File: config.mk
export PLATFORM = sky130hd
export DESIGN_NAME = if_stage
export DESIGN_NICKNAME = d
export VERILOG_FILES = /design/src/rtl/mips_pkg.sv /design/src/rtl/pc_register.sv /design/src/rtl/if_stage.sv
export SDC_FILE = /design/constraint.sdc
export NUM_CORES = 1
export LEC_CHECK = 0
export BUFFER_PORTS_ARGS = -buffer_cell sky130_fd_sc_hd__buf_4
export CAP_MARGIN = 25
export CORE_MARGIN = 4
export CORE_UTILIZATION = 50
export CTS_CLUSTER_DIAMETER = 100
export CTS_CLUSTER_SIZE = 16
export DETAILED_ROUTE_END_ITERATION = 12
export HOLD_SLACK_MARGIN = 0.02
export PLACE_DENSITY_LB_ADDON = 0.05
export SYNTH_ARGS = -nofsm -noshare
export SYNTH_HDL_FRONTEND = slang
export SYNTH_SLANG_ARGS = --single-unit
File: constraint.sdc
create_clock -name clk -period 4.6 [get_ports clk]
set_input_delay 0.23 -clock clk [delete_from_list [all_inputs] [get_ports clk]]
set_output_delay 0.23 -clock clk [all_outputs]
set_load 0.005 [all_outputs]
File: src/rtl/mips_pkg.sv
// ----------------------------------------------------------------------------
// mips_pkg -- shared constants and types for the instruction-fetch stage.
//
// Contents:
//   INSTR_W           instruction / address width (32)
//   NOP_INSTR         encoding inserted into IF/ID as a bubble
//   PC_INCR           byte distance between sequential instructions (4)
//   DEFAULT_RESET_PC  default address of the first fetch after reset
//   COUNT_MAX         saturation value of the delivered-instruction counter
//   fetch_action_e    the single action the fetch stage takes on an edge
//   align_pc()        forces a byte address onto a word boundary
// ----------------------------------------------------------------------------
package mips_pkg;

  localparam int unsigned INSTR_W = 32;

  localparam logic [INSTR_W-1:0] NOP_INSTR        = 32'h0000_0000;
  localparam logic [INSTR_W-1:0] PC_INCR          = 32'd4;
  localparam logic [INSTR_W-1:0] DEFAULT_RESET_PC = 32'h0000_0000;
  localparam logic [INSTR_W-1:0] COUNT_MAX        = 32'hFFFF_FFFF;

  // Exactly one of these applies per edge, listed from highest priority down.
  typedef enum logic [2:0] {
    ACT_REDIRECT = 3'd0,  // taken branch/jump: load target, bubble IF/ID
    ACT_FLUSH    = 3'd1,  // squash the word being captured, PC held
    ACT_HOLD     = 3'd2,  // hazard stall: everything frozen
    ACT_WAIT     = 3'd3,  // memory not ready: PC held, bubble IF/ID
    ACT_FETCH    = 3'd4   // capture word, advance PC
  } fetch_action_e;

  // Instructions are word aligned; the two low address bits are dropped.
  function automatic logic [INSTR_W-1:0] align_pc(input logic [INSTR_W-1:0] addr);
    return {addr[INSTR_W-1:2], 2'b00};
  endfunction

endpackage

File: src/rtl/pc_register.sv
// ----------------------------------------------------------------------------
// pc_register -- 32-bit program counter.
//
// Ports:
//   clk      clock, rising edge
//   rst      asynchronous active-high reset, PC <= RESET_PC (word aligned)
//   load     load load_pc (aligned); has priority over advance
//   load_pc  target address for load
//   advance  PC <= PC + 4 (wraps modulo 2^32)
//   pc       current program counter
// With neither load nor advance asserted the PC holds.
// ----------------------------------------------------------------------------
module pc_register
  import mips_pkg::*;
#(
  parameter logic [31:0] RESET_PC = DEFAULT_RESET_PC
) (
  input  logic        clk,
  input  logic        rst,
  input  logic        load,
  input  logic [31:0] load_pc,
  input  logic        advance,
  output logic [31:0] pc
);

  logic [31:0] pc_reg;

  always_ff @(posedge clk or posedge rst) begin
    if (rst) begin
      pc_reg <= align_pc(RESET_PC);
    end else if (load) begin
      pc_reg <= align_pc(load_pc);
    end else if (advance) begin
      // 32-bit addition naturally wraps 0xFFFF_FFFC -> 0x0000_0000.
      pc_reg <= pc_reg + PC_INCR;
    end
  end

  assign pc = pc_reg;

endmodule

File: src/rtl/if_stage.sv
// ----------------------------------------------------------------------------
// if_stage -- instruction fetch stage with IF/ID pipeline register.
//
// Ports:
//   clk, rst           clock (rising edge), asynchronous active-high reset
//   stall              hold PC, IF/ID and fetch_count
//   flush              bubble IF/ID, PC held
//   redirect_valid/pc  load PC with the (aligned) target, bubble IF/ID
//   imem_addr          current PC (combinational)
//   imem_req           fetch request, high whenever not in reset
//   imem_rdata/ready   instruction word and its same-cycle handshake
//   ifid_instruction   captured instruction (NOP when bubble)
//   ifid_pc4           PC+4 of the captured instruction (0 when bubble)
//   ifid_valid         IF/ID holds a real instruction
//   fetch_count        saturating count of instructions delivered to IF/ID
// ----------------------------------------------------------------------------
module if_stage
  import mips_pkg::*;
#(
  parameter logic [31:0] RESET_PC = DEFAULT_RESET_PC
) (
  input  logic        clk,
  input  logic        rst,
  input  logic        stall,
  input  logic        flush,
  input  logic        redirect_valid,
  input  logic [31:0] redirect_pc,
  output logic [31:0] imem_addr,
  output logic        imem_req,
  input  logic [31:0] imem_rdata,
  input  logic        imem_ready,
  output logic [31:0] ifid_instruction,
  output logic [31:0] ifid_pc4,
  output logic        ifid_valid,
  output logic [31:0] fetch_count
);

  fetch_action_e action;
  logic [31:0]   pc;
  logic [31:0]   pc_plus4;

  logic [31:0]   ifid_instruction_reg;
  logic [31:0]   ifid_pc4_reg;
  logic          ifid_valid_reg;
  logic [31:0]   fetch_count_reg;

  // Resolve the per-edge priority into one action so the PC and the IF/ID
  // register can never disagree about what happened on this edge.
  always_comb begin
    action = ACT_FETCH;
    if (redirect_valid) begin
      action = ACT_REDIRECT;
    end else if (flush) begin
      action = ACT_FLUSH;
    end else if (stall) begin
      action = ACT_HOLD;
    end else if (!imem_ready) begin
      action = ACT_WAIT;
    end
  end

  assign pc_plus4 = pc + PC_INCR;

  pc_register #(
    .RESET_PC (RESET_PC)
  ) u_pc_register (
    .clk     (clk),
    .rst     (rst),
    .load    (action == ACT_REDIRECT),
    .load_pc (redirect_pc),
    .advance (action == ACT_FETCH),
    .pc      (pc)
  );

  always_ff @(posedge clk or posedge rst) begin
    if (rst) begin
      ifid_instruction_reg <= NOP_INSTR;
      ifid_pc4_reg         <= '0;
      ifid_valid_reg       <= 1'b0;
      fetch_count_reg      <= '0;
    end else begin
      case (action)
        ACT_FETCH: begin
          ifid_instruction_reg <= imem_rdata;
          ifid_pc4_reg         <= pc_plus4;
          ifid_valid_reg       <= 1'b1;
          if (fetch_count_reg != COUNT_MAX) begin
            fetch_count_reg <= fetch_count_reg + 32'd1;
          end
        end
        ACT_HOLD: begin
          // Everything keeps its value for the stalled edge.
        end
        default: begin
          // Redirect, flush and wait states all leave a bubble behind.
          ifid_instruction_reg <= NOP_INSTR;
          ifid_pc4_reg         <= '0;
          ifid_valid_reg       <= 1'b0;
        end
      endcase
    end
  end

  assign imem_addr        = pc;
  // Driven straight from rst so the request drops the moment reset asserts.
  assign imem_req         = ~rst;
  assign ifid_instruction = ifid_instruction_reg;
  assign ifid_pc4         = ifid_pc4_reg;
  assign ifid_valid       = ifid_valid_reg;
  assign fetch_count      = fetch_count_reg;

endmodule
Yosys cells after proc, flatten, opt, wreduce, memory -nomap -nowiden --
Cells that the tools add are included.
Word-level totals: bits in registers 129, input bits 70, output and inout port bits 130, logic and storage cells 23
Operators by class: add/sub/neg operators 2, equal/unequal tests 3, multiplexer cells 9, bitwise logic cells 1, reductions and logical operators 3
Operator list (number):
- one-hot mux 32 bit (2 select lines) | 2
- two-way mux 32 bit | 2
- adder 32 x 1 -> 32 bit, second input constant | 1
- adder 32 x 3 -> 32 bit, second input constant | 1
- inequality test 32 bit, second input constant | 1
- two-way mux 3 bit | 4
- equality test 3 x 2 -> 1 bit, second input constant | 1
- equality test 3 bit, second input constant | 1
- zero test 3 bit | 1
- one-hot mux 1 bit (2 select lines) | 1
- AND reduction 2 bit | 1
- nonzero test 2 bit | 1
- inverter 1 bit | 1

Depth between registers and ports, before layout --
Gate-level depths: netlist of the first run.
depth in word-level cells 7, mapped depth 7, depth with buffers taken out 6

Modules after synthesis --
From an unflattened synthesis of the first run, not the netlist that was laid out.
Second synthesis, totals: cell total of the unflattened synthesis 602, area, all modules 6223.5 um2
Modules (own cells, without submodules):
- if_stage | times used 1, cells an instance 405, area an instance 4435.5 um2, sequential area each 2427.3 um2
- pc_register | times used 1, cells an instance 197, area an instance 1788.0 um2, sequential area each 750.7 um2

Worst setup path after synthesis of the first run --
Ideal clock, no wire load.
kind input port to output port, from input port rst, to output port imem_req, arrival time 2851 ps, required time 4370 ps, path slack 1519 ps, stages 1, buffers on the path 0, cell sequence inv_1
Between the ends: cells in the longest elaborated chain, start to end 1
RTL lines:
- start, declared | RTL line if_stage.sv:23 | input logic rst,
- inverter 1 bit | RTL line if_stage.sv:106 | assign imem_req = ~rst;
- end, declared | RTL line if_stage.sv:29 | output logic imem_req,
Every way passes these cells.

Worst setup path in the final report of the first run --
from register fetch_count_reg[13], in the netlist fetch_count[13], to register fetch_count_reg[1], in the netlist fetch_count[1]
Between the ends: cells in the longest elaborated chain, start to end 2
RTL lines:
- start, declared | RTL line if_stage.sv:45 | logic [31:0] fetch_count_reg;
- start signal, assigned | RTL line if_stage.sv:88 | fetch_count_reg <= fetch_count_reg + 32'd1;
- inequality test 32 bit | RTL line if_stage.sv:87 | if (fetch_count_reg != COUNT_MAX) begin
- AND reduction 2 bit (no line)
Every way passes these cells. A chain may end at the register's enable or synchronous reset.

==> flow_summary.yaml, run 1 <==
detailed_routing:
  top_layer: "met4"
  first_pass_iters: 5
  wl_met1_um: 6537
  via_count: 5123
  ant_nets: 0
  vias_per_cell: 5.699
  drc: 0
  wl_met2_um: 8277
  drt_iter0_drc: 375
  route.met3.wl_um: 1142
  routedWlPerCell_um: 18.04
  routed_wl_um: 16220
sta:
  drv_slew: 0
  skew_ns: 0.005934
  min_period_ns: 2.541
  timing.fmax_mhz: 393.6
  fin_tns_setup_ns: 0
  setup_viol: 0
  period_share_pct: 55.24
  hold_violations: 0
  max_slew_margin_pct: 44.32
  tightest_slew_ns: 0.8352
  grt_setup_unrepaired: "no"
floorplanning:
  dieArea_mm2: 0.01351
  initial_core_util_pct: 51.09
  fp.dieW_um: 116.2
  io_pins: 200
  fp.dieH_um: 116.2
  coreArea_mm2: 0.01147
  rows: 39
power:
  seqPwrFrac_pct: 40.7
  leakagePower_nw: 3.908
  pwr-share-comb_pct: 10.1
  p_sw_share_pct: 23.05
  clockPowerShare_pct: 49.2
  power_density_mw_per_mm2: 374.9
  p_total_w: 0.003061
  p_switching_w: 0.0007054
  power.internal_w: 0.002355
  peakVddDrop_uv: 245.6
clock_network:
  cts_tree: "built"
  cts_htree_levels: 4
  clk_pin_slew_ns: 0.06
  cts_sinks: 126
  cts_buffer_depth: 2
  root_buffer: "clkbuf_16"
  numCtsBuffers: 17
  postCtsSetupBuffers: 0
  worstSkewPairLatency_ns: 0.41
yosys:
  yosysWarnings: 0
  async_flop_share_pct: 100.0
  synth_edf_count: 0
  syn_area_per_cell_um2: 10.69
  syn_inst: 548
  synthFlopType: "dfrtp_1"
  yosysSeqAreaShare_pct: 53.82
  ys_seq_elements: 126
  synth_cell_types: 49
  syn-cell-area_mm2: 0.005858
grt:
  grt.total_usage_pct: 23.76
  grt_pass1_wl_um: 24940
  grt_max_degree: 67
  grt-ovfl-total: 0
  antenna_found_initial: 0
  grt_pass1_vias: 4873
placed_design:
  placed_cells: 857
  gp_congestion: 0.8481
  placed_area_mm2: 0.007401
  place_hpwl_um: 10870
  portBuffers: 195
worst_setup_path:
  r2r_cells: 5
  cp.arrival_ns: 2.83
  cp-end-kind: "flip-flop"
  cp.required_ns: 4.89
  startpoint_type: "flip-flop"
  critPathKind: "flip-flop to flip-flop"
  regToRegSetupSlack_ns: 2.06
  critPathMaxStageDelay_ns: 0.58
  crit_chain: "nand4_1 -> or4_1 -> nor4_4 -> nand2b_1 -> mux2_1"
  critPathSlowestCell: "or4_1"
  crit_fanout: 14
final_layout:
  multi_input_area_mm2: 0.002546
  num_antenna_cells: 0
  area_growth_pct: 39.36
  register_area_mm2: 0.003153
  fin_area_mm2: 0.008164
  nFillCells: 885
  finalNetCount: 815
  final_cell_mix: "buf_4 (200), dfrtp_1 (126), nand2_1 (82)"
  drive_above_1_share_pct: 32.28
  final_common_cell: "buf_4"
  final_cells: 899
hold_path:
  hold_class: "primary input to flip-flop"
  min_delay_path_depth: 2
job:
  cap_viol_max_count: 0
run_status:
  outcome: "complete, no violations"
[per-layer routing]
| layer | GRT usage [%] | vias up |
|---|---|---|
| li1 | - | 2385 |
| met1 | 30.88 | 2539 |
| met2 | 38.90 | 175 |
| met3 | 6.166 | 24 |
| met4 | 8.043 | 0 |
| met5 | 0 | - |
[final cells by class]
| class | instances | area share (%) |
|---|---|---|
| clock buffers | 21 | 5.517 |
| flip-flops and latches | 126 | 38.62 |
| repair buffers | 210 | 19.62 |
| multi-input cells | 383 | 31.19 |
| clock inverters | 11 | 2.605 |
| inverters | 5 | 0.2605 |
| well taps | 143 | 2.192 |
[what timing repair did]
action                                  CTS  global route
endpoints found under the setup margin    0             0
resized for setup                         0             0
hold endpoints to repair                 68             1
hold buffers                              9             1
[cells in the mapped netlist, types with 2 or more instances]
cell type / n / share of area (%)
and3_1: 5 / 0.53
nand3_1: 32 / 2.7
nor2_1: 7 / 0.45
buf_2: 2 / 0.17
ha_1: 2 / 0.43
nand2b_1: 2 / 0.21
nand4_1: 18 / 1.9
nand2_1: 82 / 5.3
nor3b_1: 3 / 0.38
nor4_1: 6 / 0.64
nor3_1: 18 / 1.5
and4_1: 8 / 1.2
a221o_1: 8 / 1.4
o211ai_1: 15 / 1.9
clkbuf_1: 28 / 1.8
inv_1: 4 / 0.26
xnor2_1: 16 / 2.4
or4_1: 2 / 0.26
or3_1: 5 / 0.53
nor4_4: 2 / 0.73
o311ai_0: 7 / 1.0
o21ai_0: 34 / 2.9
mux2_1: 2 / 0.38
xor2_1: 41 / 6.1
o221ai_1: 5 / 0.75
dfrtp_1: 126 / 54
and2_1: 7 / 0.75
or2_1: 3 / 0.32
buf_4: 4 / 0.51
a22o_1: 35 / 5.2
[stage by stage]
stage          setup WS [ns]  hold WS (ns)  util [%]
6_report               2.059       0.03635     71.19
5_1_grt                1.907       0.02025     71.19
4_1_cts                2.083       0.02018     71.11
3_5_place_dp           2.101        0.4297     64.54
3_3_place_gp           2.129        0.4202     64.54
2_1_floorplan         0.9750        0.3499         -
[cells by family after synthesis]
| kind of cell | share of synthesized area (%) |
|---|---|
| other | 0.06401 |
| XOR/XNOR | 8.522 |
| multiplexers | 0.3844 |
| buffers and inverters | 2.862 |
| AND/OR/NAND/NOR | 19.69 |
| AO/OA/AOI/OAI | 14.22 |
| flip-flops | 53.82 |
| adder cells (fa/ha/maj) | 0.4271 |
[path summary, 6_finish.rpt]
path | start | endpoint
max | fetch_count[13] | fetch_count[1]
min | imem_rdata[23] | ifid_instruction[23]
max reg2reg | fetch_count[13] | fetch_count[1]
min reg2reg | ifid_pc4[26] | ifid_pc4[26]
max in group asynchronous | rst | ifid_pc4[17]
min in group asynchronous | rst | ifid_instruction[28]
[worst max-delay path: cells and delay by family (launching register included)]
kind             cells  cell delay (ns)
multiplexers         1             0.32
flip-flops           1             0.46
AND/OR/NAND/NOR      4             1.64
[power groups by stage]
stage	sequential, W	clock (W)	combinational, W
after global routing	0.00126	0.00158	0.000338
after detailed placement	0.00126	0	0.000303
final	0.00125	0.00151	0.000308
after global placement	0.00126	0	0.000295
after CTS	0.00125	0.00152	0.000312
after floorplan	0.00125	0	0.000134
Power figures use the tool's default switching activity.
==> run 2, diff against run 1 <==
Settings changed: CORE_UTILIZATION 50 to 46.
Clock period 4.6 ns to 2.2 ns, I/O delays scaled along.
==> run 2 against run 1 <==
Net effect: worst setup slack worse by 1.9 ns; sequential share of layout area is 3.2 points lower; sequential power is 100% higher; highest routed layer unchanged.
==> flow_summary.yaml, run 2 (synthesized netlist as in run 1, its figures left out) <==
sta:
  drv_slew: 0
  hold_violations: 0
  period_share_pct: 94.89
  min_period_ns: 2.088
  setup_viol: 0
  grt_setup_unrepaired: "no"
  fin_tns_setup_ns: 0
  setup_slack_ns: 0.1124
  skew_ns: 0.007497
  timing.fmax_mhz: 479.0
grt:
  grt-ovfl-total: 0
  grt_pass1_vias: 5400
  grt_max_degree: 65
  antenna_found_initial: 0
  grt.total_usage_pct: 24.73
  grt_pass1_wl_um: 28570
final_layout:
  final_cells: 1001
  area_growth_pct: 52.18
  final_cell_mix: "buf_4 (220), dfrtp_1 (125), nand2_1 (82)"
  finalNetCount: 892
  drive_above_1_share_pct: 32.53
  num_antenna_cells: 0
  nFillCells: 871
  final_common_cell: "buf_4"
power:
  power_density_mw_per_mm2: 709.5
  p_total_w: 0.006325
  peakVddDrop_uv: 571.0
  leakagePower_nw: 4.242
detailed_routing:
  ant_nets: 0
  route.met3.wl_um: 1437
  vias_per_cell: 5.422
  wl_met2_um: 8265
  drc: 0
  first_pass_iters: 5
  routedWlPerCell_um: 17.73
  wl_met1_um: 7805
  routed_wl_um: 17750
  via_count: 5427
  top_layer: "met4"
  drt_iter0_drc: 366
worst_setup_path:
  cp-end-kind: "flip-flop"
  critPathMaxStageDelay_ns: 0.58
  critPathKind: "flip-flop to flip-flop"
  cp.arrival_ns: 2.38
  startpoint_type: "flip-flop"
  crit_chain: "nand4_1 -> or4_4 -> or2_1 -> nor3_1 -> mux2_1"
  cp.required_ns: 2.49
  critPathSlowestCell: "or4_4"
  path_buf_inv: 0
  crit_family: "simple AND/OR/NAND/NOR gates"
  crit_fanout: 6
run_status:
  outcome: "complete, no violations"
clock_network:
  clk_pin_slew_ns: 0.05
  root_buffer: "clkbuf_16"
  cts_buffer_depth: 2
  cts_tree: "built"
  numCtsBuffers: 17
  cts_sinks: 126
  worstSkewPairLatency_ns: 0.42
  cts_htree_levels: 4
placed_design:
  place_hpwl_um: 11530
  portBuffers: 195
  gp_congestion: 0.8322
  place_ws_ns: 0.05290
  placed_cells: 905
floorplanning:
  rows: 40
  dieArea_mm2: 0.01460
  initial_core_util_pct: 47.78
  io_pins: 200
  coreArea_mm2: 0.01226
  fp.dieH_um: 120.9
  fp.dieW_um: 120.9
job:
  cap_viol_max_count: 0
hold_path:
  hold_class: "primary input to flip-flop"
run 2: final timing paths:
| kind | start | to | slack [ns] | cells past startpoint |
|---|---|---|---|---|
| setup / recovery | fetch_count[8] | fetch_count[31] | 0.11 | 5 |
| hold / removal | redirect_valid | u_pc_register.pc[15] | 0.07 | 3 |
| setup reg to reg | fetch_count[8] | fetch_count[31] | 0.11 | 5 |
| hold reg to reg | ifid_pc4[17] | ifid_pc4[17] | 0.48 | 2 |
| max in group asynchronous | rst | u_pc_register.pc[3] | 1.23 | 4 |
| min in group asynchronous | rst | u_pc_register.pc[18] | 0.32 | 3 |
run 2: area by class of cell:
class / instances / area, um^2 / area share (%)
clock buffers: 20 / 446.7 / 5.011
clock inverters: 12 / 167.7 / 1.881
inverters: 5 / 22.52 / 0.2526
multi-input cells: 383 / 2551 / 28.62
flip-flops and latches: 126 / 3154 / 35.38
well taps: 168 / 210.2 / 2.358
repair buffers: 287 / 2362 / 26.50
run 2: stage by stage:
stage,hold slack (ns),instance area (um^2),util [%]
after floorplan,0.2299,5866,-
after CTS,0.04949,8901,72.59
after global routing,0.06461,8915,72.70
final,0.06919,8915,72.70
after detailed placement,0.1665,7656,62.44
after global placement,0.1599,7656,62.44
run 2: timing repair:
item,CTS,global route
gates resized for setup,0,2
endpoints found under the setup margin,0,10
endpoints found under the hold margin,78,0
hold buffers,63,0
setup buffers,0,1
run 2: layer usage:
| metal | up-vias | GRT usage (%) |
|---|---|---|
| met1 | 2656 | 33.46 |
| met2 | 206 | 38.45 |
| met4 | 0 | 7.720 |
| li1 | 2547 | - |
| met3 | 18 | 7.319 |
| met5 | - | 0 |
run 2: worst min-delay path, delay by kind of cell:
family	cells	cell delay (ns)
compound gates	1	0.07
buf+inv	1	0.18
simple gates	1	0.07
run 2: where the power goes:
part / total [W] / internal (W) / switching, W / leakage, nW
sequential: 0.00255 / 0.00243 / 0.000117 / 1.69
combinational: 0.000864 / 0.000470 / 0.000395 / 2.26
clock: 0.00291 / 0.00191 / 0.00100 / 0.296
total: 0.00632 / 0.00481 / 0.00151 / 4.24
==> run 3, diff against run 2 <==
Settings changed: GPL_TIMING_DRIVEN set to 0.
==> run 3 against run 2 <==
Net effect: first-iteration DRC count up 27%; sequential power rose by 2%; clock power fell by 5%; flip-flop and latch count is the same; combinational power decreased by 2.5%; critical path depth stayed put; maximum frequency decreased by 3.1%; hold slack improved by 0.047 ns; final cell count is 2.5% higher; sequential share of layout area shrank 0.34 points; critical endpoint is now fetch_count[1]; largest cell class unchanged.
==> flow_summary.yaml, run 3 (synthesized netlist as in run 1, its figures left out) <==
run_status:
  outcome: "complete, no violations"
grt:
  grt_pass1_vias: 5603
  antenna_found_initial: 0
  grt.total_usage_pct: 26.14
  grt_pass1_wl_um: 30060
  grt-ovfl-total: 0
  grt_max_degree: 42
floorplanning:
  coreArea_mm2: 0.01226
  io_pins: 200
  rows: 40
  fp.dieH_um: 120.9
  dieArea_mm2: 0.01460
  fp.dieW_um: 120.9
  initial_core_util_pct: 47.78
final_layout:
  drive_above_1_share_pct: 32.75
  nFillCells: 876
  num_antenna_cells: 0
  final_core_util_pct: 73.66
  finalNetCount: 917
  multi_input_area_mm2: 0.002605
  final_cell_mix: "buf_4 (215), dfrtp_1 (116), nand2_1 (82)"
  register_area_mm2: 0.003166
  area_growth_pct: 54.19
  fin_area_mm2: 0.009032
  final_common_cell: "buf_4"
sta:
  period_share_pct: 97.90
  setup_slack_ns: 0.04622
  grt_setup_unrepaired: "yes"
  timing.fmax_mhz: 464.3
  skew_ns: 0.008321
  max_slew_margin_pct: 45.58
  tightest_slew_ns: 0.8129
  whs_ns: 0.1165
  hold_violations: 0
  fin_tns_setup_ns: 0
  drv_slew: 0
  min_period_ns: 2.154
  setup_viol: 0
worst_setup_path:
  cp.required_ns: 2.49
  cp-end-kind: "flip-flop"
  regToRegSetupSlack_ns: 0.05
  crit_fanout: 5
  startpoint_type: "flip-flop"
  r2r_cells: 5
  reg2reg_from: "fetch_count[3]"
  cp.arrival_ns: 2.45
  critPathKind: "flip-flop to flip-flop"
  crit_start: "fetch_count[3]"
  worstReg2RegEnd: "fetch_count[1]"
detailed_routing:
  drc: 0
  vias_per_cell: 5.527
  routedWlPerCell_um: 18.44
  routed_wl_um: 18920
  via_count: 5671
  ant_nets: 0
  drt_iter0_drc: 464
  first_pass_iters: 5
clock_network:
  cts_htree_levels: 4
  root_buffer: "clkbuf_16"
  cts_sinks: 126
  cts_buffer_depth: 2
  cts_tree: "built"
  numCtsBuffers: 17
  worstSkewPairLatency_ns: 0.41
  clk_pin_slew_ns: 0.05
hold_path:
  min_delay_path_depth: 4
  hp-start: "redirect_valid"
  hold_class: "primary input to flip-flop"
  holdPathEnd: "fetch_count[0]"
power:
  leakagePower_nw: 4.284
  peakVddDrop_uv: 544.1
  power_density_mw_per_mm2: 688.7
placed_design:
  place_hpwl_um: 12690
  portBuffers: 195
  gp_congestion: 0.8545
  placed_area_mm2: 0.007600
  place_ws_ns: -0.2743
job:
  cap_viol_max_count: 0
-- run 3: changes by cell type in the layout (fill, tap and decap cells not counted), sizes merged --
cell      delta
buf          -2
bufinv       -2
clkbuf      +33
clkinv       -1
clkinvlp     -3
-- run 3: how the worst max path moves through the flow --
stage,to,slack (ns),cells past startpoint
after floorplan,fetch_count[17],0.14,6
after global placement,imem_req,-1.12,3
after detailed placement,u_pc_register.pc[12],-0.27,6
after CTS,fetch_count[31],0.008,5
after global routing,fetch_count[3],-0.07,6
final,fetch_count[1],0.05,5
-- run 3: cell type report --
| class | instances | share of cell area [%] |
|---|---|---|
| multi-input combinational | 383 | 28.84 |
| timing repair buffer | 278 | 25.41 |
| sequential | 126 | 35.05 |
| clock inverter | 6 | 0.8865 |
| clock buffer | 26 | 5.638 |
| inverter | 5 | 0.2493 |
| buffer | 34 | 1.607 |
| tap | 168 | 2.327 |
-- run 3: critical path, cell delays in order, from the launching register on --
cell and delay, ns:
dfrtp_2 0.42, nand4_4 0.14, or4_4 0.57, nor4_4 0.38, nand2b_4 0.22, mux2_4 0.30
-- run 3: per-layer routing --
| metal | global-route usage, % | vias up | wire, um |
|---|---|---|---|
| met2 | 40.57 | 244 | 8919 |
| met5 | 0 | - | 0 |
| met3 | 6.760 | 27 | 1413 |
| li1 | - | 2592 | - |
| met1 | 35.68 | 2808 | 8221 |
| met4 | 9.136 | 0 | 364 |
-- run 3: timing repair --
item,in CTS,in global routing
buffers inserted,2,15
hold endpoints to repair,89,0
pin swaps,2,4
endpoints found under the setup margin,18,50
gates resized for setup,5,17
hold buffers,63,0
-- run 3: stage by stage --
step                      std cells  power, W
after CTS                      1012  0.006179
after global routing           1026  0.006476
after floorplan                 549  0.002891
after global placement          912  0.003271
after detailed placement        915  0.003307
final                          1026  0.006221
-- run 3: where the power goes --
group          switching (W)  internal [W]  total [W]
clock network       0.000955       0.00181    0.00277
logic               0.000368      0.000474   0.000842
registers           0.000177       0.00244    0.00261
